## config.mk

```make
export PLATFORM = sky130hd
export DESIGN_NAME = tile_mem_arbiter
export DESIGN_NICKNAME = d
export VERILOG_FILES = /design/src/rtl/tile_mem_arbiter.sv
export SDC_FILE = /design/constraint.sdc
export NUM_CORES = 1
export LEC_CHECK = 0
export ABC_AREA = 0
export CAP_MARGIN = 30
export CORE_ASPECT_RATIO = 1.5
export CORE_MARGIN = 5
export CORE_UTILIZATION = 43
export CTS_CLUSTER_DIAMETER = 150
export CTS_CLUSTER_SIZE = 20
export DETAILED_ROUTE_END_ITERATION = 12
export GPL_TIMING_DRIVEN = 0
export PLACE_DENSITY = 0.8
export SYNTH_ARGS = -nofsm -noshare
export SYNTH_HDL_FRONTEND = slang
export SYNTH_SLANG_ARGS = --single-unit
```

## constraint.sdc

```tcl
create_clock -name CLOCK_50 -period 5.1 [get_ports CLOCK_50]
set_input_delay 0.51 -clock CLOCK_50 [delete_from_list [all_inputs] [get_ports CLOCK_50]]
set_output_delay 0.51 -clock CLOCK_50 [all_outputs]
set_load 0.02 [all_outputs]
```

## src/rtl/tile_mem_arbiter.sv

```systemverilog
// Single-port tile map arbiter: render reads, paint writes, BFS access
// and a built-in map clear engine, with starvation-bounded draw priority.
module tile_mem_arbiter #(
  parameter int ADDR_W     = 12,
  parameter int DATA_W     = 8,
  parameter int STARVE_MAX = 8
) (
  input  logic              CLOCK_50,
  input  logic              Reset,
  input  logic              draw_req,
  input  logic [ADDR_W-1:0] draw_addr,
  output logic              draw_gnt,
  output logic              draw_rvalid,
  output logic [DATA_W-1:0] draw_rdata,
  input  logic              paint_req,
  input  logic [ADDR_W-1:0] paint_addr,
  input  logic [DATA_W-1:0] paint_wdata,
  output logic              paint_gnt,
  input  logic              alg_req,
  input  logic              alg_we,
  input  logic [ADDR_W-1:0] alg_addr,
  input  logic [DATA_W-1:0] alg_wdata,
  output logic              alg_gnt,
  output logic              alg_rvalid,
  output logic [DATA_W-1:0] alg_rdata,
  input  logic              clr_start,
  output logic              clr_busy,
  output logic              clr_done,
  output logic [ADDR_W-1:0] mem_addr,
  output logic [DATA_W-1:0] mem_wdata,
  output logic              mem_we,
  output logic              mem_re,
  input  logic [DATA_W-1:0] mem_rdata
);

  localparam int CW = $clog2(STARVE_MAX + 1);
  localparam logic [CW-1:0] SMAX = CW'(STARVE_MAX);

  typedef enum logic [1:0] {
    TAG_NONE = 2'd0,
    TAG_DRAW = 2'd1,
    TAG_ALG  = 2'd2
  } tag_e;

  typedef enum logic {
    CLR_IDLE = 1'b0,
    CLR_BUSY = 1'b1
  } clr_state_e;

  clr_state_e        clr_st_q, clr_st_d;
  logic [ADDR_W-1:0] clr_addr_q, clr_addr_d;
  logic              clr_done_q, clr_done_d;
  logic              rr_q, rr_d;
  tag_e              tag_q, tag_d;
  logic [ADDR_W-1:0] addr_q;
  logic [CW-1:0]     p_cnt_q, p_cnt_d;
  logic [CW-1:0]     a_cnt_q, a_cnt_d;
  logic [CW-1:0]     c_cnt_q, c_cnt_d;

  logic busy;
  logic p_elig, a_elig;
  logic p_starve, a_starve, c_starve;
  logic g_draw, g_paint, g_alg, g_clr;

  function automatic logic [CW-1:0] wait_next(
    input logic [CW-1:0] cnt,
    input logic          pend,
    input logic          gnt
  );
    if (pend && !gnt)
      return (cnt == SMAX) ? cnt : cnt + 1'b1;
    return '0;
  endfunction

  assign busy     = (clr_st_q == CLR_BUSY);
  assign p_elig   = paint_req & ~busy;
  assign a_elig   = alg_req & ~busy;
  assign p_starve = p_elig & (p_cnt_q == SMAX);
  assign a_starve = a_elig & (a_cnt_q == SMAX);
  assign c_starve = busy & (c_cnt_q == SMAX);

  // rr_q=1 means alg won last, so paint takes the next contention
  always_comb begin
    g_draw  = 1'b0;
    g_paint = 1'b0;
    g_alg   = 1'b0;
    g_clr   = 1'b0;
    if (!Reset) begin
      if (c_starve) begin
        g_clr = 1'b1;
      end else if (p_starve && a_starve) begin
        g_paint = rr_q;
        g_alg   = ~rr_q;
      end else if (p_starve) begin
        g_paint = 1'b1;
      end else if (a_starve) begin
        g_alg = 1'b1;
      end else if (draw_req) begin
        g_draw = 1'b1;
      end else if (busy) begin
        g_clr = 1'b1;
      end else if (p_elig && a_elig) begin
        g_paint = rr_q;
        g_alg   = ~rr_q;
      end else if (p_elig) begin
        g_paint = 1'b1;
      end else if (a_elig) begin
        g_alg = 1'b1;
      end
    end
  end

  always_comb begin
    mem_we    = g_paint | g_clr | (g_alg & alg_we);
    mem_re    = g_draw | (g_alg & ~alg_we);
    mem_addr  = addr_q;
    mem_wdata = '0;
    unique case (1'b1)
      g_draw:  mem_addr = draw_addr;
      g_paint: mem_addr = paint_addr;
      g_alg:   mem_addr = alg_addr;
      g_clr:   mem_addr = clr_addr_q;
      default: mem_addr = addr_q;
    endcase
    if (g_paint)
      mem_wdata = paint_wdata;
    else if (g_alg && alg_we)
      mem_wdata = alg_wdata;
  end

  always_comb begin
    p_cnt_d = wait_next(p_cnt_q, paint_req, g_paint);
    a_cnt_d = wait_next(a_cnt_q, alg_req, g_alg);
    c_cnt_d = wait_next(c_cnt_q, busy, g_clr);
    rr_d    = rr_q;
    if (g_paint)
      rr_d = 1'b0;
    else if (g_alg)
      rr_d = 1'b1;
    tag_d = TAG_NONE;
    if (g_draw)
      tag_d = TAG_DRAW;
    else if (g_alg && !alg_we)
      tag_d = TAG_ALG;
  end

  always_comb begin
    clr_st_d   = clr_st_q;
    clr_addr_d = clr_addr_q;
    clr_done_d = 1'b0;
    unique case (clr_st_q)
      CLR_IDLE: begin
        if (clr_start) begin
          clr_st_d   = CLR_BUSY;
          clr_addr_d = '0;
        end
      end
      CLR_BUSY: begin
        if (g_clr) begin
          clr_addr_d = clr_addr_q + 1'b1;
          if (clr_addr_q == '1) begin
            clr_st_d   = CLR_IDLE;
            clr_done_d = 1'b1;
          end
        end
      end
      default: clr_st_d = CLR_IDLE;
    endcase
  end

  always_ff @(posedge CLOCK_50 or posedge Reset) begin
    if (Reset) begin
      clr_st_q   <= CLR_IDLE;
      clr_addr_q <= '0;
      clr_done_q <= 1'b0;
      rr_q       <= 1'b1;
      tag_q      <= TAG_NONE;
      addr_q     <= '0;
      p_cnt_q    <= '0;
      a_cnt_q    <= '0;
      c_cnt_q    <= '0;
    end else begin
      clr_st_q   <= clr_st_d;
      clr_addr_q <= clr_addr_d;
      clr_done_q <= clr_done_d;
      rr_q       <= rr_d;
      tag_q      <= tag_d;
      addr_q     <= mem_addr;
      p_cnt_q    <= p_cnt_d;
      a_cnt_q    <= a_cnt_d;
      c_cnt_q    <= c_cnt_d;
    end
  end

  assign draw_gnt    = g_draw;
  assign paint_gnt   = g_paint;
  assign alg_gnt     = g_alg;
  assign draw_rvalid = (tag_q == TAG_DRAW);
  assign alg_rvalid  = (tag_q == TAG_ALG);
  assign draw_rdata  = mem_rdata;
  assign alg_rdata   = mem_rdata;
  assign clr_busy    = busy;
  assign clr_done    = clr_done_q;

endmodule

```

# Word-level counts from Yosys, hierarchy flattened
# Cells that the tools add are included.
totals:
  register_bits: 41
  in_bits: 67
  out_inout_bits: 45
  elab_cells: 111
classes:
  addsub: 4
  n_eq_ne: 11
  mux: 61
  bitwise_logic: 13
  reduce_logical: 13
op_table:
  columns: ["cell", "count"]
  rows:
  - ["12-bit one-hot mux with 4 select lines", 1]
  - ["1-bit 2-to-1 mux", 43]
  - ["4-bit 2-to-1 mux", 9]
  - ["12-bit 2-to-1 mux", 2]
  - ["12-bit one-hot mux with 2 select lines", 1]
  - ["8-bit 2-to-1 mux", 2]
  - ["12-bit by 1-bit adder with 12-bit output (second input constant)", 1]
  - ["4-bit by 1-bit adder with 4-bit output (second input constant)", 3]
  - ["12-bit equality test (second input constant)", 1]
  - ["4-bit equality test (second input constant)", 3]
  - ["3-bit != test (second input constant)", 3]
  - ["1-bit bitwise AND", 7]
  - ["1-bit logical AND", 7]
  - ["1-bit zero test", 4]
  - ["2-bit 2-to-1 mux", 2]
  - ["1-bit inverter", 3]
  - ["1-bit OR", 3]
  - ["2-bit by 1-bit equality test with 1-bit output (second input constant)", 1]
  - ["2-bit equality test (second input constant)", 1]
  - ["2-bit by 1-bit != test with 1-bit output (second input constant)", 1]
  - ["2-bit != test (second input constant)", 1]
  - ["1-bit one-hot mux with 2 select lines", 1]
  - ["2-bit AND reduction", 1]
  - ["2-bit nonzero test", 1]

# Logic depth before layout (Yosys ltp)
# Gate-level depths: netlist of the first run.
logic_depth:
  word_depth: 16
  depth_mapped: 10
  ltp_nobuf: 7

# Worst setup path before layout of the first run
# OpenSTA, ideal clock, no wires.
synth_path:
  path_type: "register to output"
  from: "reg c_cnt_q[0]"
  to: "out mem_re"
  arrival_ns: 2.177
  t_required_ns: 4.590
  setup_slack_ns: 2.413
  path_stages_with_launch: 9
  path_buffers: 2
  path_cell_list: "dfrtp_1 inv_1 ha_1 and3b_1 buf_6 a21o_2 buf_4 nor3_1 or2_1"
synth_between:
  elab_cells_between_ends: 8
  cone_classes: "eq/ne (1); mux (4); bitwise (3)"
synth_lines:
  columns: ["item", "line", "rtl"]
  rows:
  - ["start: declaration", "58", "logic [CW-1:0] c_cnt_q, c_cnt_d;"]
  - ["start signal: assignment", "191", "c_cnt_q <= c_cnt_d;"]
  - ["4-bit equality test", "80", "assign c_starve = busy & (c_cnt_q == SMAX);"]
  - ["1-bit bitwise AND", "80", null]
  - ["1-bit 2-to-1 mux", "89", "if (c_starve) begin"]
  - ["1-bit 2-to-1 mux", "88", "if (!Reset) begin"]
  - ["named net draw_gnt", "12", "output logic draw_gnt,"]
  - ["1-bit OR", "115", "mem_re = g_draw | (g_alg & ~alg_we);"]
  - ["end: declaration", "32", "output logic mem_re,"]
# The timed path passes the listed nets, and every way through them passes these cells.

# Worst setup path after layout of the first run
layout_path:
  from: "in alg_req"
  to: "out mem_addr[11]"
layout_between:
  elab_chain_cells: 12
  elab_cells_between_ends: 33
  cone_classes: "mux (29); bitwise (2); reduce/logical (2)"
layout_rtl:
  columns: ["item", "line", "rtl"]
  rows:
  - ["start: declaration", "19", "input logic alg_req,"]
  - ["1-bit bitwise AND *", "77", "assign a_elig = alg_req & ~busy;"]
  - ["1-bit 2-to-1 mux", "107", "end else if (a_elig) begin"]
  - ["1-bit 2-to-1 mux", "105", "end else if (p_elig) begin"]
  - ["1-bit 2-to-1 mux", "102", "end else if (p_elig && a_elig) begin"]
  - ["1-bit 2-to-1 mux", "100", "end else if (busy) begin"]
  - ["1-bit 2-to-1 mux", "98", "end else if (draw_req) begin"]
  - ["1-bit 2-to-1 mux", "96", "end else if (a_starve) begin"]
  - ["1-bit 2-to-1 mux", "94", "end else if (p_starve) begin"]
  - ["1-bit 2-to-1 mux", "91", "end else if (p_starve && a_starve) begin"]
  - ["1-bit 2-to-1 mux", "89", null]
  - ["1-bit 2-to-1 mux", "88", null]
  - ["12-bit one-hot mux with 4 select lines *", "118", "unique case (1'b1)"]
  - ["end: declaration", "29", "output logic [ADDR_W-1:0] mem_addr,"]
# Mark *: on every way between the ends. The rest lies on a longest branch, timed or not.

==> results of run 1 <==
[registers in the layout, summed over array words and instances, names as in the netlist]
register / flops
clr_done: 1
a_cnt_q: 4
p_cnt_q: 4
tag_q: 2
c_cnt_q: 4
rr_q: 1
addr_q: 12
clr_addr_q: 12
clr_busy: 1
[cell type report]
| class | count | area share (%) |
|---|---|---|
| clock inverter | 2 | 0.8808 |
| buffer | 30 | 6.228 |
| timing repair buffer | 102 | 25.67 |
| inverter | 21 | 1.982 |
| clock buffer | 5 | 1.730 |
| sequential | 41 | 25.83 |
| multi-input combinational | 187 | 35.36 |
| tap | 74 | 2.328 |
[critical path, cell delays in order]
cell	delay [ns]
clkdlybuf4s50_1	0.59
nand2b_4	0.10
o2111ai_1	0.30
a21oi_4	0.16
a211oi_4	0.34
buf_6	0.23
mux2_4	0.32
clkdlybuf4s50_1	0.56
[path summary, 6_finish.rpt]
check / start / endpoint / slack (ns) / cells past startpoint
setup / recovery: alg_req / mem_addr[11] / 1.48 / 8
hold / removal: clr_addr_q[11] / clr_addr_q[11] / 0.47 / 1
setup reg to reg: a_cnt_q[0] / addr_q[6] / 2.73 / 8
hold reg to reg: clr_addr_q[11] / clr_addr_q[11] / 0.47 / 1
max in group asynchronous: Reset / addr_q[10] / 3.72 / 2
min in group asynchronous: Reset / a_cnt_q[0] / 0.83 / 2
[kinds of logic (layout without fill, tap and decap cells)]
kind of cell	Yosys count	after routing	share of synthesized area [%]
muxes	16	16	7.706
buffers and inverters	51	160	11.83
xor gates and xnor gates	8	8	2.539
AOI/OAI and AO/OA	67	67	21.67
and+or+nand+nor	89	89	15.87
adders and majority gates	7	7	3.173
DFF	41	41	37.22
[routing by layer]
layer,GRT usage [%],vias up
li1,-,1200
met1,21.58,1159
met2,31.27,115
met3,4.651,19
met4,7.000,0
met5,0,-
[cells in the mapped netlist, types with 2 or more instances]
| library cell | count | area (um2) |
|---|---|---|
| nor3_1 | 4 | 20.02 |
| o32ai_1 | 12 | 105.1 |
| nor2b_1 | 4 | 25.02 |
| xnor2_1 | 5 | 43.79 |
| a32o_1 | 8 | 80.08 |
| inv_1 | 21 | 78.83 |
| a221o_1 | 12 | 120.1 |
| mux2_2 | 2 | 22.52 |
| o21ai_2 | 2 | 17.52 |
| buf_6 | 6 | 67.56 |
| nor2_1 | 21 | 78.83 |
| xor2_1 | 3 | 26.28 |
| and3b_1 | 2 | 17.52 |
| nand3_1 | 8 | 40.04 |
| nand2b_1 | 5 | 31.28 |
| ha_1 | 7 | 87.58 |
| o31ai_1 | 2 | 15.01 |
| nand4_1 | 2 | 12.51 |
| mux2_4 | 10 | 150.1 |
| a21oi_1 | 6 | 30.03 |
| mux2i_1 | 4 | 40.04 |
| buf_2 | 2 | 10.01 |
| buf_4 | 19 | 142.6 |
| o21ai_0 | 11 | 55.05 |
| clkbuf_1 | 2 | 7.510 |
| a21oi_4 | 2 | 32.53 |
| dfrtp_1 | 40 | 1001 |
| nand2_1 | 33 | 123.9 |
[power breakdown]
part | switching, mW | internal (mW) | total (mW)
registers | 0.0373 | 0.372 | 0.410
logic | 0.148 | 0.176 | 0.325
clock network | 0.108 | 0.142 | 0.250
total | 0.294 | 0.691 | 0.985
[per-stage QoR]
step / total power, mW / hold slack (ns) / utilization, %
after floorplan: 0.6095 / 0.4450 / -
after global routing: 1.045 / 0.4970 / 63.96
after CTS: 0.9946 / 0.4785 / 63.96
after detailed placement: 0.7428 / 0.4677 / 62.29
final: 0.9851 / 0.4739 / 63.96
after global placement: 0.7340 / 0.4619 / 62.29
==> out/metrics.yaml, run 1 <==
cts:
  cts_buffers: 5
  cts_tree: "built"
  cts.sinks: 41
  cts.clk_slew.worst_paths_ns: 0.08
  root_buffer: "clkbuf_8"
  cts.repair.resized: 0
  clock_path_buffers: 2
  postCtsSetupBuffers: 0
  clock_latency_ns: 0.29
  h-tree-depth: 2
  postCtsHoldBufs: 0
timing:
  finalHoldViolCount: 0
  finalCritPeriodShare_pct: 71.07
  fin_setup_tns_ns: 0
  drv_slew: 0
  setup_viol: 0
  post-route-min-period_ns: 3.625
  post-route-worst-setup-slack_ns: 1.475
  rsz0062_at_grt: "false"
  slew_headroom_pct: 42.94
  clock_skew_ns: 0.008220
  worst_pin_slew_ns: 0.8546
  fmax_ghz: 0.2759
pwr:
  leakage_nw: 1.701
  peakVddDrop_mv: 0.1564
  powerDensity_mw_per_mm2: 247.7
synthesis:
  dominantRegCellSynth: "dfrtp_1"
  ys_ff_latch: 41
  avgSynthCellArea_um2: 9.893
  synth-async-reset-ratio_pct: 100.0
  seq_area_frac_synth_pct: 37.22
  synth_edf_count: 0
  yosysUniqueCellTypes: 52
  synthesis.nets: 353
  synth_warnings: 0
  synth_area_mm2: 0.002760
  synthCells: 279
layout:
  seq_area_mm2: 0.001027
  most-common-layout-cells: "102 x clkdlybuf4s50_1, 40 x dfrtp_1, 33 x nand2_1"
  final_cells: 462
  fin_nets: 462
  diodes: 0
  layout_commonest_cell: "clkdlybuf4s50_1"
  drive_gt1_share_pct: 15.72
  fillers: 541
  multi_input_area_mm2: 0.001406
  area_growth_syn_to_layout_pct: 44.11
  fin_area_mm2: 0.003978
global_routing:
  grt_pass1_vias: 2598
  antenna_found_initial: 0
  grt_usage_pct: 18.35
  grt_first_pass_wirelength_mm: 11.76
  grt_max_degree: 42
  overflow: 0
floorplan:
  die_w_um: 75.42
  coreArea_mm2: 0.006218
  fp-row-count: 35
  initial_core_util_pct: 44.39
  dieArea_mm2: 0.008154
  die_y_um: 108.1
  ios: 112
setup_path:
  required_ns: 4.59
  start_kind: "input pin"
  worstSetupPathType: "input pin to output pin"
  critPathMaxFanout: 10
  endpoint_kind: "output pin"
  critPathArrivalTime_ns: 3.11
place:
  place_ws_ns: 1.481
  io_buffers: 102
  gp_congestion: 0.8939
  dp_hpwl_mm: 5.952
  dpl_cell_area_mm2: 0.003874
  dp_cells: 455
drt:
  antenna_left: 0
  routed.top_layer: "met4"
  drc: 0
  dr.first_iter.drc_count: 131
  via_per_inst: 5.396
  route.met2.wl_mm: 3.727
  wl_per_cell_um: 16.19
  first_pass_iters: 4
  totalWireLength_mm: 7.479
  met3_length_um: 664
  wl_met1_mm: 2.887
  num_vias: 2493
job:
  max_cap_violations: 0
min_path:
  hold_path.class: "flip-flop to flip-flop"
outcome:
  outcome: "finished clean"
Note: power is estimated with default switching activity, not from simulation.
==> inputs of run 2 (changes only) <==
CORE_UTILIZATION = 40   (was 43)
PLACE_DENSITY = 0.78   (was 0.8)
clock period = 3.2 ns   (was 5.1 ns; I/O delays follow)
==> run 2 against run 1 <==
Register-to-register slack got worse by 1.8 ns; critical path depth rose by 3; combinational power rose by 61%; die area rose by 6.6%; via count rose by 3.2%; critical path type is now flip-flop to output pin.
==> out/metrics.yaml, run 2 (synthesis gave the netlist of run 1 again) <==
global_routing:
  grt_first_pass_wirelength_mm: 13.05  # +11%
  grt_pass1_vias: 2758  # +6.2%
  antenna_found_initial: 0  # unchanged
  grt_usage_pct: 18.33  # about the same
  overflow: 0  # unchanged
  grt_max_degree: 42  # unchanged
pwr:
  powerDensity_mw_per_mm2: 374.5  # +51%
  p_total_mw: 1.515  # +54%
  peakVddDrop_mv: 0.1764  # +13%
  leakage_nw: 1.880  # +11%
place:
  gp_congestion: 0.8385  # -6.2%
  io_buffers: 102  # unchanged
  dp_cells: 459  # +0.88%
  place_ws_ns: -0.1036  # -1.585 ns
  dp_hpwl_mm: 6.297  # +5.8%
drt:
  drc: 0  # unchanged
  totalWireLength_mm: 7.990  # +6.8%
  wl_per_cell_um: 16.82  # +3.9%
  dr.first_iter.drc_count: 112  # -15%
  via_per_inst: 5.415  # +0.35%
  antenna_left: 0  # unchanged
  first_pass_iters: 4  # unchanged
  num_vias: 2572  # +3.2%
timing:
  post-route-worst-setup-slack_ns: 0.1305  # -1.345 ns
  worst_pin_slew_ns: 0.8699  # +0.01524 ns
  slew_headroom_pct: 41.93  # -1.0 points
  fmax_ghz: 0.3258
  rsz0062_at_grt: "false"
  post-route-min-period_ns: 3.069
  setup_viol: 0  # unchanged
  clock_skew_ns: 0.007818  # -0.0004022 ns
  finalCritPeriodShare_pct: 95.92
  drv_slew: 0  # unchanged
  timing.hold.ws_ns: 0.4951  # +0.02123 ns
  finalHoldViolCount: 0  # unchanged
min_path:
  hold_path.class: "flip-flop to flip-flop"
  whs_path_depth: 1  # unchanged
layout:
  fillers: 594  # +9.8%
  diodes: 0  # unchanged
  most-common-layout-cells: "78 x clkdlybuf4s50_1, 40 x dfrtp_1, 33 x nand2_1"
  area_growth_syn_to_layout_pct: 46.55
  fin_nets: 470  # +1.7%
  top_regs: "addr_q (12), clr_addr_q (12)"
  final_cells: 475  # +2.8%
  drive_gt1_share_pct: 18.64  # +2.9 points
  layout_commonest_cell: "clkdlybuf4s50_1"
setup_path:
  endpoint_kind: "output pin"
  critPathArrivalTime_ns: 2.75  # -0.36 ns
  required_ns: 2.88  # -1.71 ns
  rr_worst_depth: 10  # +2
  start_kind: "flip-flop"
  critPathMaxFanout: 6  # -4
  worstSetupPathType: "flip-flop to output pin"
floorplan:
  die_w_um: 77.83  # +3.2%
  fp-row-count: 37  # +5.7%
  ios: 112  # unchanged
  coreArea_mm2: 0.006805  # +9.4%
  dieArea_mm2: 0.008696  # +6.6%
  die_y_um: 111.7  # +3.3%
  initial_core_util_pct: 40.56  # -3.8 points
cts:
  root_buffer: "clkbuf_8"
  clock_latency_ns: 0.30  # about the same
  h-tree-depth: 2  # unchanged
  cts_tree: "built"
  cts.sinks: 41  # unchanged
  cts_buffers: 5  # unchanged
  clock_path_buffers: 2  # unchanged
  cts.clk_slew.worst_paths_ns: 0.08  # about the same
  postCtsHoldBufs: 0  # unchanged
job:
  max_cap_violations: 0  # unchanged
outcome:
  outcome: "finished clean"
-- run 2: cell count changes in the layout (fill, tap and decap cells not counted), moves of 4 or more --
| cell | change |
|---|---|
| buf_4 | +8 |
| dlygate4sd2_1 | +16 |
| clkdlybuf4s15_1 | +4 |
| dlymetal6s2s_1 | +4 |
| clkdlybuf4s50_1 | -24 |
-- run 2: worst max-delay path: stages (launching register included) --
cell	delay (ns)
dfrtp_1	0.37
inv_1	0.08
ha_1	0.21
and3b_1	0.17
buf_6	0.13
a311o_4	0.39
o21ai_2	0.09
a211oi_4	0.09
buf_6	0.15
buf_4	0.14
mux2_4	0.30
dlygate4sd2_1	0.32
-- run 2: final cells by class --
type / count / area [um2] / area share [%]
Inverter: 21 / 78.83 / 1.949
Tap cell: 78 / 97.59 / 2.413
Sequential cell: 41 / 1027 / 25.39
Multi-Input combinational cell: 187 / 1440 / 35.60
Buffer: 30 / 247.7 / 6.124
Timing Repair Buffer: 110 / 1071 / 26.48
Clock buffer: 6 / 72.57 / 1.794
Clock inverter: 2 / 10.01 / 0.2474
-- run 2: final timing paths --
kind | from | to | slack, ns
min | addr_q[8] | addr_q[8] | 0.50
min reg2reg | addr_q[8] | addr_q[8] | 0.50
min in group asynchronous | Reset | a_cnt_q[3] | 0.64
max | p_cnt_q[0] | mem_addr[10] | 0.13
max in group asynchronous | Reset | c_cnt_q[1] | 2.02
max reg2reg | p_cnt_q[0] | addr_q[11] | 0.93
-- run 2: metrics by stage --
step	area [um2]	utilization (%)	setup TNS, ns
floorplan	2760	-	0
global placement	3879	57.00	-0.1539
detailed placement	3879	57.00	-0.8406
CTS	3994	58.69	0
global route	4045	59.44	0
finish	4045	59.44	0
-- run 2: routing by layer --
metal	part of all wire, %	vias up	global-route usage (%)	wire (um)
met5	0	-	0	0
met4	2.3	0	6.766	184
met3	7.4	19	4.450	593
met2	52	111	33.41	4191
met1	38	1226	20.03	3019
li1	-	1216	-	-
-- run 2: power by group --
group,internal (mW),total (mW),switching [mW]
Sequential,0.593,0.654,0.0605
Combinational,0.277,0.522,0.245
Clock,0.151,0.339,0.187
-- run 2: what timing repair did --
item,in CTS,in global routing
setup endpoints to repair,23,10
buffers inserted,5,3
pin swaps,2,1
gates resized for setup,23,11
